$ cat config.mk
export PLATFORM = sky130hd
export DESIGN_NAME = codeword_extract
export DESIGN_NICKNAME = d
export VERILOG_FILES = /design/src/rtl/qr_pkg.sv /design/src/rtl/qr_zigzag_walker.sv /design/src/rtl/codeword_extract.sv
export SDC_FILE = /design/constraint.sdc
export NUM_CORES = 1
export LEC_CHECK = 0
export ABC_CLOCK_PERIOD_IN_PS = 21500
export BUFFER_PORTS_ARGS = -buffer_cell sky130_fd_sc_hd__buf_2
export CAP_MARGIN = 30
export CORE_MARGIN = 2
export CORE_UTILIZATION = 50
export DETAILED_ROUTE_END_ITERATION = 10
export MAX_ROUTING_LAYER = met4
export PLACE_DENSITY_LB_ADDON = 0.2
export SLEW_MARGIN = 20
export SYNTH_ARGS = -nofsm -noshare
export SYNTH_HDL_FRONTEND = slang
export SYNTH_SLANG_ARGS = --single-unit
$ cat constraint.sdc
create_clock -name clk_in -period 21.5 [get_ports clk_in]
set_clock_uncertainty 0.2 [all_clocks]
set_input_delay 3.225 -clock clk_in [delete_from_list [all_inputs] [get_ports clk_in]]
set_output_delay 3.225 -clock clk_in [all_outputs]
set_load 0.01 [all_outputs]
$ cat src/rtl/qr_pkg.sv
// Shared QR version-1 geometry: sizes, FSM states, module classification, grid addressing.
// Pure declarations and combinational helpers; no latency.
// No flow control here; the importing stages handle backpressure.
package qr_pkg;

    localparam int QR_V1_SIZE      = 21;
    localparam int QR_V1_CODEWORDS = 26;
    localparam int QR_TIMING_POS   = 6;

    typedef enum logic [1:0] {
        ST_IDLE = 2'd0,
        ST_SCAN = 2'd1,
        ST_EMIT = 2'd2
    } ext_state_t;

    // UP walks towards row 0, DOWN towards row 20.
    typedef enum logic {
        DIR_UP   = 1'b0,
        DIR_DOWN = 1'b1
    } walk_dir_t;

    // Finder patterns with separators and format areas, the dark module, and both timing lines.
    function automatic logic is_function_module(input logic [4:0] row, input logic [4:0] col);
        logic top, bottom, left, right;
        top    = (row <= 5'd8);
        bottom = (row >= 5'd13);
        left   = (col <= 5'd8);
        right  = (col >= 5'd13);
        return (top && left) || (top && right) || (bottom && left) ||
               (row == 5'(QR_TIMING_POS)) || (col == 5'(QR_TIMING_POS));
    endfunction

    // Bit index of a module in the flattened grid; row 0 sits in the high bits of each column word.
    function automatic logic [8:0] grid_addr(input logic [4:0] row, input logic [4:0] col);
        int a;
        a = (QR_V1_SIZE - 1 - int'(row)) + int'(col) * QR_V1_SIZE;
        return a[8:0];
    endfunction

endpackage

$ cat src/rtl/qr_zigzag_walker.sv
// Generates the zig-zag module visit order of a version-1 QR grid, one module per advance.
// Position is registered; row/col/is_data/last describe the module visited in the current cycle.
// Advance is a stall control: with advance low the position holds; restart wins over advance.
module qr_zigzag_walker
    import qr_pkg::*;
(
    input  logic       clk_in,
    input  logic       rst_in,
    input  logic       advance_i,
    input  logic       restart_i,
    output logic [4:0] row_o,
    output logic [4:0] col_o,
    output logic       is_data_o,
    output logic       last_o
);

    logic [4:0] row_q, row_d;
    logic [4:0] col_q, col_d;
    logic       right_q, right_d;
    walk_dir_t  dir_q, dir_d;
    logic       at_edge;

    assign row_o     = row_q;
    assign col_o     = col_q;
    assign is_data_o = !is_function_module(row_q, col_q);
    assign last_o    = (col_q == 5'd0) && (row_q == 5'(QR_V1_SIZE - 1)) && !right_q;
    assign at_edge   = ((dir_q == DIR_UP) && (row_q == 5'd0)) ||
                       ((dir_q == DIR_DOWN) && (row_q == 5'(QR_V1_SIZE - 1)));

    // Next position: right then left of the pair, then step row; at the edge hop to the next pair.
    always_comb begin
        row_d   = row_q;
        col_d   = col_q;
        right_d = right_q;
        dir_d   = dir_q;
        if (restart_i) begin
            row_d   = 5'(QR_V1_SIZE - 1);
            col_d   = 5'(QR_V1_SIZE - 1);
            right_d = 1'b1;
            dir_d   = DIR_UP;
        end else if (advance_i && !last_o) begin
            if (right_q) begin
                col_d   = col_q - 5'd1;
                right_d = 1'b0;
            end else if (at_edge) begin
                // The pair to the left of column 7 skips the vertical timing column.
                col_d   = (col_q == 5'(QR_TIMING_POS + 1)) ? 5'(QR_TIMING_POS - 1) : col_q - 5'd1;
                right_d = 1'b1;
                dir_d   = (dir_q == DIR_UP) ? DIR_DOWN : DIR_UP;
            end else begin
                row_d   = (dir_q == DIR_UP) ? row_q - 5'd1 : row_q + 5'd1;
                col_d   = col_q + 5'd1;
                right_d = 1'b1;
            end
        end
    end

    // Position registers.
    always_ff @(posedge clk_in or posedge rst_in) begin
        if (rst_in) begin
            row_q   <= 5'd0;
            col_q   <= 5'd0;
            right_q <= 1'b0;
            dir_q   <= DIR_UP;
        end else begin
            row_q   <= row_d;
            col_q   <= col_d;
            right_q <= right_d;
            dir_q   <= dir_d;
        end
    end

endmodule

$ cat src/rtl/codeword_extract.sv
// Latches an unmasked v1 QR grid and streams its 26 data codewords, first-scanned module in bit 7.
// One module visited per cycle; first codeword valid 8 cycles after start is sampled.
// valid/ready: codeword held stable while ready is low; the walk pauses until each codeword is taken.
module codeword_extract
    import qr_pkg::*;
#(
    parameter int MOD_SIZE      = QR_V1_SIZE,
    parameter int NUM_CODEWORDS = QR_V1_CODEWORDS
) (
    input  logic                         clk_in,
    input  logic                         rst_in,
    input  logic                         start_extract,
    input  logic [MOD_SIZE*MOD_SIZE-1:0] qr_unmasked,
    input  logic                         codeword_ready,
    output logic [7:0]                   codeword_out,
    output logic                         codeword_valid,
    output logic [4:0]                   codeword_index,
    output logic                         extract_done
);

    ext_state_t                   state_q, state_d;
    logic [MOD_SIZE*MOD_SIZE-1:0] grid_q, grid_d;
    logic [7:0]                   shift_q, shift_d;
    logic [2:0]                   bitcnt_q, bitcnt_d;
    logic [7:0]                   cw_q, cw_d;
    logic                         valid_q, valid_d;
    logic [4:0]                   index_q, index_d;
    logic                         done_q, done_d;

    logic [4:0] walk_row, walk_col;
    logic       walk_is_data, walk_last;
    logic       walk_advance, walk_restart;
    logic       data_bit;

    qr_zigzag_walker u_walker (
        .clk_in    (clk_in),
        .rst_in    (rst_in),
        .advance_i (walk_advance),
        .restart_i (walk_restart),
        .row_o     (walk_row),
        .col_o     (walk_col),
        .is_data_o (walk_is_data),
        .last_o    (walk_last)
    );

    assign codeword_out   = cw_q;
    assign codeword_valid = valid_q;
    assign codeword_index = index_q;
    assign extract_done   = done_q;

    // FSM next state: latch on start, pack data modules while scanning, hand off each byte.
    always_comb begin
        state_d      = state_q;
        grid_d       = grid_q;
        shift_d      = shift_q;
        bitcnt_d     = bitcnt_q;
        cw_d         = cw_q;
        valid_d      = valid_q;
        index_d      = index_q;
        done_d       = 1'b0;
        walk_advance = 1'b0;
        walk_restart = 1'b0;
        // Dark modules are stored as 0 and read as data 1.
        data_bit     = ~grid_q[grid_addr(walk_row, walk_col)];
        case (state_q)
            ST_IDLE: begin
                if (start_extract) begin
                    grid_d       = qr_unmasked;
                    shift_d      = 8'd0;
                    bitcnt_d     = 3'd0;
                    index_d      = 5'd0;
                    walk_restart = 1'b1;
                    state_d      = ST_SCAN;
                end
            end
            ST_SCAN: begin
                walk_advance = 1'b1;
                if (walk_is_data) begin
                    shift_d  = {shift_q[6:0], data_bit};
                    bitcnt_d = bitcnt_q + 3'd1;
                    if (bitcnt_q == 3'd7) begin
                        cw_d    = {shift_q[6:0], data_bit};
                        valid_d = 1'b1;
                        state_d = ST_EMIT;
                    end
                end else if (walk_last) begin
                    // Walk exhausted without completing a byte; abandon rather than hang.
                    state_d = ST_IDLE;
                end
            end
            ST_EMIT: begin
                if (codeword_ready) begin
                    valid_d = 1'b0;
                    if (index_q == 5'(NUM_CODEWORDS - 1)) begin
                        index_d = 5'd0;
                        done_d  = 1'b1;
                        state_d = ST_IDLE;
                    end else begin
                        index_d = index_q + 5'd1;
                        state_d = ST_SCAN;
                    end
                end
            end
            default: state_d = ST_IDLE;
        endcase
    end

    // State and datapath registers; reset aborts any stream in flight.
    always_ff @(posedge clk_in or posedge rst_in) begin
        if (rst_in) begin
            state_q  <= ST_IDLE;
            grid_q   <= '0;
            shift_q  <= 8'd0;
            bitcnt_q <= 3'd0;
            cw_q     <= 8'd0;
            valid_q  <= 1'b0;
            index_q  <= 5'd0;
            done_q   <= 1'b0;
        end else begin
            state_q  <= state_d;
            grid_q   <= grid_d;
            shift_q  <= shift_d;
            bitcnt_q <= bitcnt_d;
            cw_q     <= cw_d;
            valid_q  <= valid_d;
            index_q  <= index_d;
            done_q   <= done_d;
        end
    end

endmodule
# Yosys cells after proc, flatten, opt, wreduce, memory -nomap -nowiden
# Index checks and enable logic that the tools add are counted.
# op_classes
n_eq_ne	16
reduce_logical	31
addsub	8
muxes	47
multipliers	1
order_cmp	5
bitwise_logic	3
# ops
op	count
$mux 5	13
$mux 1	19
$add 5x1->5 const B	3
$eq 5x3->1 const B	3
$reduce_and 3->1	5
$mux 7	2
$pmux 7 s2	1
$eq 5x5->1 const B	2
$ge 5x4->1 const B	2
$le 5x4->1 const B	2
$logic_not 5->1	2
$lt 9x10->1 const B	1
$mux 2	5
$pmux 5 s2	1
$reduce_bool 2->1	5
$sub 5x1->5 const B	2
$add 6x9->9	1
$bmux 1 s9	1
$mul 5x5->9 const B	1
$logic_and 1x1->1	8
$ne 2x2->1 const B	4
$reduce_and 4->1	2
$mux 3	2
$ne 3x2->1 const B	2
14 further kinds	22
# totals
out_inout_bits	15
elab_cells	123
in_bits	445
reg_bits	480

# Depth between registers and ports, before layout
# depth
ltp_word	8
mapped_depth	20
ltp_nobuf	19

# Cells and area by module
# Synthesis repeated with hierarchy kept, for this count alone.
# unflattened
cells_unflattened	1547
area_unflattened_um2	22865.7
# modules_own_cells
mod	area_each_um2	n_inst	cells_per_inst	seq_area_each_um2
codeword_extract	21774.6	1	1424	11711.2
qr_zigzag_walker	1091.0	1	123	300.3

# Least setup slack after synthesis
# No wires, ideal clock.
# synth_path
kind	input -> register
startpoint	input port start_extract
endpoint	register u_walker.col_q[2] (netlist: u_walker.col_o[2])
required_ns	21.154
arrival_time_ns	4.259
cell_stages	6
slack_ns	16.895
cell_sequence	nand2b_1 or2_2 clkbuf_1 clkbuf_1 clkbuf_1 o211ai_1
# synth_via
elab_chain_len	3
word_cells_on_any_way	4
classes_between	3 x mux; 1 x reduce/logical
# synth_rtl
item	line	text
start: declaration	codeword_extract.sv:12	input logic start_extract,
$mux 1 *	codeword_extract.sv:67	if (start_extract) begin
$mux 1 *	codeword_extract.sv:65	case (state_q)
$mux 5 / $reduce_bool 2->1 (equally long branches)	--	
end signal: assignment	qr_zigzag_walker.sv:67	col_q <= col_d;
end: declaration	qr_zigzag_walker.sv:18	logic [4:0] col_q, col_d;
# Mark *: on every way between the ends. The rest lies on a longest branch, timed or not.
# A chain may end at the register's enable or synchronous reset.

# Worst setup path in the final report
# layout_path
startpoint	register u_walker.row_q[0] (netlist: u_walker.row_o[0])
endpoint	register cw_q[0] (netlist: codeword_out[0])
# layout_via
elab_chain_len	8
word_cells_on_any_way	17
classes_between	2 x add/sub; 2 x order compare; 1 x eq/ne; 2 x mux; 2 x bitwise; 8 x reduce/logical
# layout_rtl
item	line	text
start: declaration	qr_zigzag_walker.sv:17	logic [4:0] row_q, row_d;
start signal: assignment	qr_zigzag_walker.sv:66	row_q <= row_d;
branches (longest 8 deep; another with $add 6x9->9)	--	
end signal: assignment	codeword_extract.sv:124	cw_q <= cw_d;
end: declaration	codeword_extract.sv:25	logic [7:0] cw_q, cw_d;
# Several ways; the timed one is not identified. The select of a mux whose other input is x is not followed.

==> flow_summary.yaml <==
synth:
  syn_area_per_cell_um2: 9.24
  yosys_most_used_dff: "sky130_fd_sc_hd__dfrtp_1"
  leading_cell_type_by_number_of_instances_after_synthesis: "sky130_fd_sc_hd__nand2_1"
  synth_area_leaders: "sky130_fd_sc_hd__dfrtp_1 52%, sky130_fd_sc_hd__nand2_1 22%, sky130_fd_sc_hd__mux4_2 9.5%, sky130_fd_sc_hd__ha_1 2.0%, sky130_fd_sc_hd__mux2i_1 1.8%"
  synth_enable_flop_cells: 0
  netlist_top_cells_count: "1377 x sky130_fd_sc_hd__nand2_1, 480 x sky130_fd_sc_hd__dfrtp_1, 109 x sky130_fd_sc_hd__clkbuf_1, 97 x sky130_fd_sc_hd__mux4_2, 42 x sky130_fd_sc_hd__mux2i_1"
  synth_net_count: 2986
  syn_area_mm2: 0.0231
  netlist_instances: 2497
  async_reset_ff_frac: 1.00
  synth_top_area_share: 0.521
  synth-seq-cells: 480
  sequential_cell_area_fraction_in_the_yosys_report: 0.521
  synth_area_leader_cell: "sky130_fd_sc_hd__dfrtp_1"
  synthesis.yosys.warnings: 0
  yosysUniqueCellTypes: 66
grt:
  globalRoute.totalOverflow: 0
  global_route.usage.total: 0.284
  busiest_layer: "met2"
  number_of_global_route_vias_before_repair: 19200
  grt_first_pass_wirelength_um: 102000
  grt.met3_usage: 0.0455
  gr_layer_usage_met2: 0.437
  grt_start_max_net_pins: 236
  initial_antenna_violation_count: 4
  global_route.usage.met1: 0.378
route:
  vias: 18900
  ant_nets: 0
  routed_wire_length_per_instance_um: 18.4
  drc: 0
  viasPerCell: 5.35
  routed_wirelength_um: 64900
  first_iter_violations: 1620
  firstDrtPassIters: 5
clock_network:
  clock_latency_ns: 0.59
  ctsResizeCount: 0
  depth_of_the_cts_h_tree: 2
  clk_path_buf_depth: 3
  cts_root_buf: "sky130_fd_sc_hd__clkbuf_16"
  post-cts-setup-buffers: 0
  cts_made_buffers: 50
  cts_tree: "yes"
  clk_pin_slew_ns: 0.06
  clock_sink_count: 480
  cts.hold.buffers_added: 0
floorplan:
  starting_density: 0.507
  die_width_um: 219
  row_count: 78
  design.core.area_mm2: 0.0455
  die-area_mm2: 0.0479
  chipHeight_um: 219
  ioPinCount: 460
run_status:
  outcome: "completed"
critical_path:
  worst_r2r_setup_slack_ns: 15.27
  cp-end-kind: "flip-flop"
  critical_path_class: "flip-flop to flip-flop"
  rr_worst_depth: 16
  worst_setup_path_start_kind: "flip-flop"
  worst_r2r_endpoint: "codeword_out[0]"
  arrival_ns: 6.55
  cp_capture_point: "codeword_out[0]"
  cp_max_fo: 54
  worst_r2r_startpoint: "u_walker.row_o[0]"
  crit_required_ns: 21.82
  timing.critical_path.from: "u_walker.row_o[0]"
timing:
  finalSetupTns_ns: 0
  final-hold-violation-count: 0
  highest_clock_frequency_the_design_can_meet_mhz: 161
  timing_worst_slew_pin_value_ns: 1.09
  period_needed_ns: 6.23
  final_min_period_over_clock_period: 0.290
  report.final.slew_viol_count: 0
  unrepaired_setup_endpoints_after_global_routing: "no"
  timing.max_slew.rel_slack: 0.270
  finalSetupViolations: 0
place:
  place.gp.congestion: 0.859
  port_buffer_count: 459
  place_hpwl_um: 45200
min_path:
  worst_hold_path.num_cells: 2
  hold_class: "flip-flop to flip-flop"
  hold_start: "grid_q[340]"
cells_and_area:
  fill_count: 3914
  number_of_nets_in_the_layout: 3374
  area_growth_syn_to_layout_pct: 19.0
  final_layout_size_suffix_gt1_frac: 0.236
flow_run:
  max_cap_violations: 0
[metrics by stage]
| stage | hold slack (ns) | instance area [um2] | setup WS, ns | std cells | utilization |
|---|---|---|---|---|---|
| after floorplan | 0.237 | 23100 | 4.68 | 2497 | - |
| after global placement | 0.251 | 25700 | 15.06 | 3426 | 0.564 |
| after detailed placement | 0.257 | 25700 | 14.98 | 3429 | 0.565 |
| after CTS | 0.273 | 27400 | 15.33 | 3522 | 0.602 |
| after global routing | 0.286 | 27500 | 14.97 | 3529 | 0.604 |
| final | 0.269 | 27500 | 15.27 | 3529 | 0.604 |
[cells by family after synthesis]
kind of cell,share of synthesized area
AOI/OAI and AO/OA,0.0419
xor gates and xnor gates,0.00597
adders and majority gates,0.0265
buffers and inverters,0.0356
DFF,0.521
muxes,0.121
and+or+nand+nor,0.248
[registers in the layout (all words and copies together) (netlist names)]
name,cells
grid_q,441
codeword_out,8
shift_q,7
codeword_index,5
u_walker.col_o,5
u_walker.row_o,5
bitcnt_q,3
state_q,2
codeword_valid,1
extract_done,1
u_walker.dir_q,1
u_walker.right_q,1
[routing by layer]
layer	part of all wire	routed length, um
met1	0.42	27300
met2	0.47	30600
met3	0.066	4320
met4	0.042	2750
met5	0	0
[worst max-delay path, cell delays in order, from the launching register on]
cell,delay (ns)
sky130_fd_sc_hd__dfrtp_1,0.55
sky130_fd_sc_hd__inv_1,0.12
sky130_fd_sc_hd__ha_1,0.27
sky130_fd_sc_hd__xor2_1,0.17
sky130_fd_sc_hd__ha_1,0.30
sky130_fd_sc_hd__ha_1,0.27
sky130_fd_sc_hd__ha_1,0.30
sky130_fd_sc_hd__ha_4,0.69
sky130_fd_sc_hd__buf_4,0.85
sky130_fd_sc_hd__nor2b_2,0.80
sky130_fd_sc_hd__a221oi_1,0.24
sky130_fd_sc_hd__a221oi_1,0.39
sky130_fd_sc_hd__o21ai_1,0.10
sky130_fd_sc_hd__o221ai_1,0.22
sky130_fd_sc_hd__nand4_1,0.20
sky130_fd_sc_hd__o211ai_2,0.19
sky130_fd_sc_hd__mux2_2,0.22
[placed cells by master, fill, tap and decap left out, drive strengths merged, types with 16 or more instances in the layout]
| cell | n |
|---|---|
| nand2 | 1377 |
| buf | 483 |
| dfrtp | 480 |
| mux4 | 99 |
| clkbuf | 75 |
| mux2i | 42 |
| o21ai | 39 |
| ha | 36 |
| inv | 34 |
| nor2 | 33 |
| nand3 | 20 |
| a21oi | 17 |
| a221oi | 16 |
[final cells by class]
cell class              instances  area, um2  share of cell area
inverters                      33        131             0.00478
multi-input cells            1837      10300               0.375
diodes                          3       7.51            0.000273
clock buffers                  75       1510              0.0549
flip-flops and latches        480      12000               0.437
clock inverters                18        146             0.00533
well taps                     600        751              0.0273
repair buffers                483       2600              0.0945
[worst min-delay path by stage]
stage / end
2_1_floorplan: grid_q[401]
3_3_place_gp: grid_q[407]
3_5_place_dp: grid_q[3]
4_1_cts: grid_q[3]
5_1_grt: grid_q[149]
6_report: grid_q[340]
Power is left out: the tool's default activity adds up to more than one toggle a clock period on the data nets, which glitch-free logic cannot reach.
